<file path="config.mk">
export PLATFORM = sky130hd
export DESIGN_NAME = irq_controller
export DESIGN_NICKNAME = d
export VERILOG_FILES = /design/src/rtl/irq_controller.sv
export SDC_FILE = /design/constraint.sdc
export NUM_CORES = 1
export LEC_CHECK = 0
export BUFFER_PORTS_ARGS = -buffer_cell sky130_fd_sc_hd__buf_2
export CAP_MARGIN = 10
export CORE_MARGIN = 2
export CORE_UTILIZATION = 45
export DETAILED_ROUTE_END_ITERATION = 7
export PLACE_DENSITY = 0.61
export SYNTH_ARGS = -nofsm -noshare
export SYNTH_HDL_FRONTEND = slang
export SYNTH_SLANG_ARGS = --single-unit
</file>
<file path="constraint.sdc">
create_clock -name clk -period 36.1 [get_ports clk]
set_input_delay 1.805 -clock clk [delete_from_list [all_inputs] [get_ports clk]]
set_output_delay 1.805 -clock clk [all_outputs]
set_load 0.005 [all_outputs]
</file>
<file path="src/rtl/irq_controller.sv">
// Interrupt aggregator: latches pulse sources into active flags, arbitrates by
// per-source priority against the CPU level and drives a four-phase req/ack.
module irq_controller #(
  parameter logic [23:0] IRQ_PRI = 24'h002020,
  parameter logic [23:0] IRQ_ENA = 24'h002024,
  parameter logic [23:0] IRQ_ACT = 24'h002026
) (
  input  logic        clk,
  input  logic        reset_n,
  input  logic        clk_ce,
  input  logic        bus_write,
  input  logic        bus_read,
  input  logic [23:0] bus_address_in,
  input  logic [7:0]  bus_data_in,
  output logic [7:0]  bus_data_out,
  input  logic [15:0] irq_in,
  input  logic [1:0]  cpu_ilevel,
  input  logic        irq_ack,
  output logic        irq_req,
  output logic [3:0]  irq_index,
  output logic [1:0]  irq_level
);

  // state  | meaning
  // S_IDLE | no request outstanding
  // S_REQ  | irq_req high, winner tracks the best candidate until ack
  // S_ACK  | CPU has acknowledged, waiting for irq_ack to drop
  typedef enum logic [1:0] {S_IDLE, S_REQ, S_ACK} state_t;

  state_t      state_q;
  logic [31:0] pri_q, pri_d;
  logic [15:0] ena_q, ena_d;
  logic [15:0] act_q, act_d;
  logic [15:0] act_clr;
  logic        irq_req_q;
  logic [3:0]  irq_index_q;
  logic [1:0]  irq_level_q;

  logic [23:0] pri_off, ena_off, act_off;
  logic        pri_hit, ena_hit, act_hit;

  logic        cand_valid;
  logic [3:0]  cand_idx;
  logic [1:0]  cand_lvl;

  // Reads have no side effects, so the strobe is not needed by the data path.
  logic unused_bus_read;
  assign unused_bus_read = bus_read;

  assign pri_off = bus_address_in - IRQ_PRI;
  assign ena_off = bus_address_in - IRQ_ENA;
  assign act_off = bus_address_in - IRQ_ACT;
  assign pri_hit = (pri_off < 24'd4);
  assign ena_hit = (ena_off < 24'd2);
  assign act_hit = (act_off < 24'd2);

  always_comb begin
    bus_data_out = 8'h00;
    if (pri_hit)      bus_data_out = pri_q[{pri_off[1:0], 3'b000} +: 8];
    else if (ena_hit) bus_data_out = ena_q[{ena_off[0], 3'b000} +: 8];
    else if (act_hit) bus_data_out = act_q[{act_off[0], 3'b000} +: 8];
  end

  // New pulses are OR-ed in after the write-1-to-clear so a same-cycle set wins.
  always_comb begin
    pri_d   = pri_q;
    ena_d   = ena_q;
    act_clr = 16'h0000;
    if (bus_write) begin
      if (pri_hit) pri_d[{pri_off[1:0], 3'b000} +: 8] = bus_data_in;
      if (ena_hit) ena_d[{ena_off[0], 3'b000} +: 8]   = bus_data_in;
      if (act_hit) act_clr[{act_off[0], 3'b000} +: 8] = bus_data_in;
    end
    act_d = (act_q & ~act_clr) | irq_in;
  end

  // Ascending scan with strict compare keeps the lowest index on equal priority.
  always_comb begin
    logic [1:0] src_pri;
    cand_valid = 1'b0;
    cand_idx   = 4'd0;
    cand_lvl   = 2'd0;
    for (int i = 0; i < 16; i++) begin
      src_pri = pri_q[2*i +: 2];
      if (act_q[i] && ena_q[i] && (src_pri > cpu_ilevel) &&
          (!cand_valid || (src_pri > cand_lvl))) begin
        cand_valid = 1'b1;
        cand_idx   = 4'(i);
        cand_lvl   = src_pri;
      end
    end
  end

  always_ff @(posedge clk or negedge reset_n) begin
    if (!reset_n) begin
      state_q     <= S_IDLE;
      pri_q       <= 32'h0;
      ena_q       <= 16'h0;
      act_q       <= 16'h0;
      irq_req_q   <= 1'b0;
      irq_index_q <= 4'd0;
      irq_level_q <= 2'd0;
    end else if (clk_ce) begin
      pri_q <= pri_d;
      ena_q <= ena_d;
      act_q <= act_d;
      case (state_q)
        S_IDLE: begin
          if (cand_valid) begin
            state_q     <= S_REQ;
            irq_req_q   <= 1'b1;
            irq_index_q <= cand_idx;
            irq_level_q <= cand_lvl;
          end
        end
        S_REQ: begin
          if (irq_ack) begin
            state_q   <= S_ACK;
            irq_req_q <= 1'b0;
          end else if (!cand_valid) begin
            state_q   <= S_IDLE;
            irq_req_q <= 1'b0;
          end else begin
            irq_index_q <= cand_idx;
            irq_level_q <= cand_lvl;
          end
        end
        S_ACK: begin
          irq_req_q <= 1'b0;
          if (!irq_ack) state_q <= S_IDLE;
        end
        default: begin
          state_q   <= S_IDLE;
          irq_req_q <= 1'b0;
        end
      endcase
    end
  end

  assign irq_req   = irq_req_q;
  assign irq_index = irq_index_q;
  assign irq_level = irq_level_q;

endmodule

</file>
==> impl_metrics.env, run 1 <==
export IMPL_status="completed"
export IMPL_ctsLongestPathBuffers=2
export IMPL_grt_total_usage_pct=26.9
export IMPL_fin_crit_sh_pct=60.6
export IMPL_timing_reg2reg_setup_slack_ps=15930
export IMPL_ir_drop_v=0.0000441
export IMPL_placed_area_mm2=0.00716
export IMPL_setup_tns_ps=0
export IMPL_clock_sinks=73
export IMPL_fill_cells=1377
export IMPL_grt_pass1_vias=6231
export IMPL_cp_end_kind="flip-flop"
export IMPL_grt_pass1_wl_um=33700
export IMPL_synthTopCellsByArea="dfrtp_1 (27%), ha_1 (12%), nand2_1 (7.6%)"
export IMPL_layout_commonest_cell="nand2_1"
export IMPL_syn_avg_cell_area_um2=8.55
export IMPL_wl_per_cell_um=20.5
export IMPL_cts_max_level=3
export IMPL_start_kind="input pin"
export IMPL_drt_wl_total_um=21000
export IMPL_final_area_mm2=0.00749
export IMPL_path_max_fanout=16
export IMPL_synth_flop_cell="dfrtp_1"
export IMPL_period_minus_slack_ps=21870
export IMPL_synth_cells=781
export IMPL_rr_startpoint="pri_q[1]"
export IMPL_syn_num_nets=901
export IMPL_root_buffer="clkbuf_16"
export IMPL_path_clk_slew_ps=60
export IMPL_drc=0
export IMPL_rsz0062_at_grt="false"
export IMPL_crit_top_cell="ha_1"
export IMPL_fin_skew_ps=12.2
export IMPL_cts_resized=0
export IMPL_synth_edf_count=0
export IMPL_grt_start_max_net_pins=74
export IMPL_hold_class="reg2reg"
export IMPL_cts_setup_buffers=0
export IMPL_dieArea_mm2=0.0158
export IMPL_drive_above_1_share_pct=16.7
export IMPL_ant_nets=0
export IMPL_coreArea_mm2=0.0145
export IMPL_slew_headroom_pct=19.4
export IMPL_cpPeakStageDelay_ps=570
export IMPL_timing_rr_end="irq_index[3]"
export IMPL_worstMarginPinSlew_ps=1200
export IMPL_yosysWarnings=0
export IMPL_gp_congestion=0.979
export IMPL_synth_seq_cells=73
export IMPL_vias_per_cell=6.24
export IMPL_p_per_area_mw_per_mm2=27.4
export IMPL_min_to="pri_q[20]"
export IMPL_nNetsFinal=955
export IMPL_initial_core_util_pct=45.9
export IMPL_yosysUniqueCellTypes=82
export IMPL_cts_tree="yes"
export IMPL_max_freq_mhz=45.7
export IMPL_cts_hold_buf=0
export IMPL_criticalPathCategory="in2reg"
export IMPL_reg2reg_depth=97
export IMPL_hold_path_depth=2
export IMPL_final_cell_mix="nand2_1 (136), dfrtp_1 (73), buf_2 (68)"
export IMPL_cp_arrival_ps=22110
export IMPL_finalHoldViolations=0
export IMPL_synth_top_cell_area_share_pct=27.4
export IMPL_fp_dieH_um=126
export IMPL_setup_viol=0
export IMPL_p_leak_nw=3.19
export IMPL_drv_slew=0
export IMPL_clock_latency_ps=350
export IMPL_cts_made_buffers=9
export IMPL_ys_seq_area_share_pct=27.4
export IMPL_yosys_area_top_type="dfrtp_1"
export IMPL_area_growth_pct=12.2
export IMPL_place_hpwl_um=16500
export IMPL_critPathRequiredTime_ps=36330
export IMPL_dr_total_vias=6393
export IMPL_final_util_pct=51.5
export IMPL_die_w_um=126
export IMPL_synth_async_reset_ratio_pct=100
export IMPL_max_cap_violations=0
export IMPL_slowest_stage="inv_1"
export IMPL_port_buffers=69
export IMPL_synth_cell_area_mm2=0.00667
export IMPL_drtPass1Iterations=5
export IMPL_io_pins=71
export IMPL_grt_overflow=0
export IMPL_fp_row_count=44
export IMPL_power_total_mw=0.205
export IMPL_antenna_found_initial=0
export IMPL_drt_iter0_drc=673
export IMPL_hp_start="pri_q[20]"
export IMPL_num_antenna_cells=0
==> metrics by stage <==
stage	std cells	setup slack [ps]	hold WS [ps]
floorplan	781	16810	449
global placement	1008	14810	461
detailed placement	1008	14190	471
CTS	1024	14470	484
global route	1024	12680	527
finish	1024	14230	484
==> worst max-delay path, delay by kind of cell <==
| kind | cells | cell delay (ps) |
|---|---|---|
| adders and majority gates | 17 | 4760 |
| buffers and inverters | 3 | 740 |
| AOI/OAI and AO/OA | 49 | 10710 |
| muxes | 2 | 740 |
| and+or+nand+nor | 28 | 3290 |
==> synthesized netlist by cell type (7+ instances only) <==
cell,count
a21o_1,8
a21oi_1,31
clkbuf_1,24
dfrtp_1,73
ha_1,64
inv_1,41
mux2_2,20
mux2i_1,18
mux4_2,8
nand2_1,136
nand2b_1,8
nand3_1,7
nor2_1,42
nor2b_1,22
nor3_1,20
o2111ai_1,10
o21a_1,7
o21ai_0,51
o22ai_1,11
o31ai_1,37
xnor2_1,8
==> metal layers <==
layer	share of wire (%)	global-route usage [%]
met5	0	0
met4	2.4	8.66
met3	5.5	3.06
met2	45	42.6
met1	47	38.5
==> kinds of logic (layout without fill, tap and decap cells) <==
kind of cell               after synthesis  count (layout)  synth area share [%]
DFF                                     73              73                  27.4
buffers and inverters                   69             128                  3.90
and+or+nand+nor                        282             282                  20.2
muxes                                   49              49                  9.34
xor gates and xnor gates                13              13                  1.71
AOI/OAI and AO/OA                      230             230                  25.4
adders and majority gates               65              65                  12.1
==> sequential cells by signal, summed over array words and instances, names as in the netlist <==
signal and count:
pri_q 32, irq_index 4, ena_q 16, act_q 16, state_q 2, irq_req 1, irq_level 2
==> final cells by class <==
class	count	area, um^2	share of cell area [%]
Clock buffer	9	225	3.01
Inverter	41	154	2.06
Clock inverter	7	100	1.34
Sequential cell	73	1830	24.4
Tap cell	184	230	3.08
Timing Repair Buffer	71	363	4.85
Multi-Input combinational cell	639	4590	61.3
==> worst max-delay path by stage <==
stage                             start           end  slack, ps  cells after the start
after floorplan           cpu_ilevel[1]  irq_index[3]      16810                     97
after global routing      cpu_ilevel[1]  irq_index[3]      12680                    100
after global placement    cpu_ilevel[1]  irq_index[3]      14810                     99
after detailed placement  cpu_ilevel[1]  irq_index[3]      14190                     99
after CTS                 cpu_ilevel[1]  irq_index[3]      14470                     99
final                     cpu_ilevel[1]  irq_index[3]      14230                     99
==> report_power, final <==
group / switching [mW] / internal, mW
registers: 0.000502 / 0.0824
clock network: 0.0374 / 0.0612
logic: 0.0154 / 0.00825
total: 0.0533 / 0.152
(Power assumes the default switching activity.)
==> run 2, diff against run 1 <==
- ABC_AREA: unset -> 1
- PLACE_DENSITY: 0.61 -> 0.63
- clock period: 36.1 -> 17.9 ns (I/O delays scaled with it)
==> impl_metrics.env, run 2 <==
export IMPL_status="completed"
export IMPL_final_cell_mix="nand2_1 (254), inv_1 (157), nor2_1 (109)"
export IMPL_ir_drop_v=0.0000469
export IMPL_drv_slew=0
export IMPL_grt_pass1_wl_um=37200
export IMPL_synth_seq_cells=73
export IMPL_worstMarginPinSlew_ps=1060
export IMPL_cts_max_level=3
export IMPL_fp_row_count=46
export IMPL_cts_setup_buffers=0
export IMPL_max_freq_mhz=61.1
export IMPL_grt_overflow=0
export IMPL_ys_seq_area_share_pct=24.9
export IMPL_drt_iter0_drc=591
export IMPL_p_clk_share_pct=44.3
export IMPL_cts_hold_buf=0
export IMPL_layout_commonest_cell="nand2_1"
export IMPL_drc=0
export IMPL_port_buffers=69
export IMPL_synth_fa_ha_area_share_pct=10.9
export IMPL_initial_core_util_pct=46.1
export IMPL_grt_start_max_net_pins=74
export IMPL_pre_cts_slack_ps=724
export IMPL_synth_most_common_cell="nand2_1"
export IMPL_synthTopCellsByCount="nand2_1 (257), inv_1 (158), nor2_1 (110), o21ai_0 (101), dfrtp_1 (73)"
export IMPL_finalHoldViolations=0
export IMPL_cts_resized=0
export IMPL_coreArea_mm2=0.0159
export IMPL_num_antenna_cells=0
export IMPL_root_buffer="clkbuf_16"
export IMPL_io_pins=71
export IMPL_crit_top_cell="nand2_1"
export IMPL_p_per_area_mw_per_mm2=54.2
export IMPL_ctsLongestPathBuffers=2
export IMPL_synth_flop_cell="dfrtp_1"
export IMPL_synth_cell_area_mm2=0.00732
export IMPL_hold_class="reg2reg"
export IMPL_critPathRequiredTime_ps=18140
export IMPL_dieArea_mm2=0.0173
export IMPL_period_minus_slack_ps=16370
export IMPL_final_area_mm2=0.00823
export IMPL_area_growth_pct=12.4
export IMPL_synth_mux_area_share_pct=0.427
export IMPL_fin_crit_sh_pct=91.5
export IMPL_power_total_mw=0.446
export IMPL_path_clk_slew_ps=70
export IMPL_fp_dieH_um=132
export IMPL_p_sw_mw=0.129
export IMPL_yosys_area_share_simple_pct=29.9
export IMPL_ant_nets=0
export IMPL_synth_top_cell_area_share_pct=24.9
export IMPL_p_int_mw=0.317
export IMPL_vias_per_cell=5.41
export IMPL_synth_xor_area_share_pct=3.83
export IMPL_syn_avg_cell_area_um2=6.60
export IMPL_clock_latency_ps=350
export IMPL_synth_edf_count=0
export IMPL_top_regs="pri_q x32, act_q x16, ena_q x16"
export IMPL_fin_skew_ps=9.71
export IMPL_synth_cells=1109
export IMPL_cts_made_buffers=9
export IMPL_path_max_fanout=7
export IMPL_max_cap_violations=0
export IMPL_p_comb_share_pct=16.9
export IMPL_synth_top_family_by_area="simple AND/OR/NAND/NOR gates"
export IMPL_fill_cells=1706
export IMPL_cpPeakStageDelay_ps=310
export IMPL_setup_viol=0
export IMPL_grt_total_usage_pct=27.2
export IMPL_yosys_area_top_type="dfrtp_1"
export IMPL_dr_total_vias=7502
export IMPL_start_kind="input pin"
export IMPL_cp_arrival_ps=16610
export IMPL_die_w_um=132
export IMPL_top_register="pri_q"
export IMPL_wl_per_cell_um=16.9
export IMPL_cp_end_kind="flip-flop"
export IMPL_gp_congestion=0.945
export IMPL_largest_reg_flops=32
export IMPL_nNetsFinal=1286
export IMPL_setup_tns_ps=0
export IMPL_drive_above_1_share_pct=13.1
export IMPL_synth_async_reset_ratio_pct=100
export IMPL_yosysWarnings=0
export IMPL_p_seq_share_pct=38.8
export IMPL_syn_num_nets=1229
export IMPL_slew_headroom_pct=28.8
export IMPL_synth_compound_area_share_pct=20.0
export IMPL_criticalPathCategory="in2reg"
export IMPL_drtPass1Iterations=5
export IMPL_synthTopCellsByArea="dfrtp_1 (25%), nand2_1 (13%), ha_1 (11%)"
export IMPL_grt_pass1_vias=6899
export IMPL_drt_wl_total_um=23500
export IMPL_clock_sinks=73
export IMPL_cts_tree="yes"
export IMPL_p_leak_nw=4.00
export IMPL_yosysUniqueCellTypes=47
export IMPL_layout_setup_ws_ps=1530
export IMPL_slowest_stage="ha_1"
export IMPL_placed_area_mm2=0.00788
export IMPL_place_hpwl_um=18600
export IMPL_final_util_pct=51.8
export IMPL_antenna_found_initial=0
export IMPL_p_sw_share_pct=29.0
-- run 2: cell types whose count changed after synthesis, moves of 22 or more --
cell	before	now
o21ai_0	51	101
nor2b_1	22	0
nor2_1	42	110
xor2_1	5	28
inv_1	41	158
a21oi_1	31	63
nand3_1	7	44
nand2_1	136	257
-- run 2: path summary, 6_finish.rpt --
| path | endpoint | cells past startpoint | slack, ps | startpoint |
|---|---|---|---|---|
| max | irq_index[2] | 126 | 1530 | cpu_ilevel[1] |
| min in group asynchronous | irq_index[2] | 1 | 690 | reset_n |
| max reg2reg | irq_index[2] | 125 | 1790 | pri_q[0] |
| min reg2reg | irq_level[0] | 2 | 470 | irq_level[0] |
| max in group asynchronous | irq_level[0] | 1 | 16570 | reset_n |
| min | irq_level[0] | 2 | 470 | irq_level[0] |
-- run 2: area by class of cell --
class / instances / area [um^2] / area share [%]
Clock buffer: 10 / 229 / 2.78
Clock inverter: 6 / 90.1 / 1.09
Inverter: 167 / 627 / 7.62
Multi-Input combinational cell: 841 / 4800 / 58.4
Sequential cell: 73 / 1830 / 22.2
Tap cell: 216 / 270 / 3.28
Timing Repair Buffer: 74 / 385 / 4.68
-- run 2: worst max-delay path: cells and delay by family --
| family | cells | cell delay [ps] |
|---|---|---|
| and+or+nand+nor | 75 | 7590 |
| adders and majority gates | 16 | 4500 |
| AOI/OAI and AO/OA | 19 | 2600 |
| buffers and inverters | 16 | 970 |
-- run 2: cells by family (layout without fill, tap and decap cells) --
| logic type | after synthesis | count (layout) |
|---|---|---|
| AOI/OAI and AO/OA | 244 | 244 |
| xor gates and xnor gates | 32 | 32 |
| adders and majority gates | 64 | 64 |
| buffers and inverters | 195 | 257 |
| DFF | 73 | 73 |
| muxes | 3 | 3 |
| and+or+nand+nor | 498 | 498 |
-- run 2: power by group through the flow --
stage	combinational, mW	sequential [mW]	clock [mW]
after floorplan	0.0450	0.176	0
after global placement	0.0741	0.176	0
after detailed placement	0.0744	0.176	0
after CTS	0.0749	0.173	0.199
after global routing	0.0847	0.174	0.208
final	0.0754	0.173	0.198
-- run 2: routing by layer --
metal | part of all wire (%) | track usage [%] | vias to the layer above
met1 | 46 | 38.7 | 3431
met5 | 0 | 0 | -
met4 | 2.0 | 7.19 | 0
met3 | 6.5 | 3.82 | 35
met2 | 45 | 43.0 | 250
li1 | - | - | 3786
-- run 2: metrics by stage --
step                      cells  hold slack [ps]
after global routing       1387              499
after global placement     1371              462
final                      1387              475
after CTS                  1387              479
after detailed placement   1371              465
after floorplan            1109              446
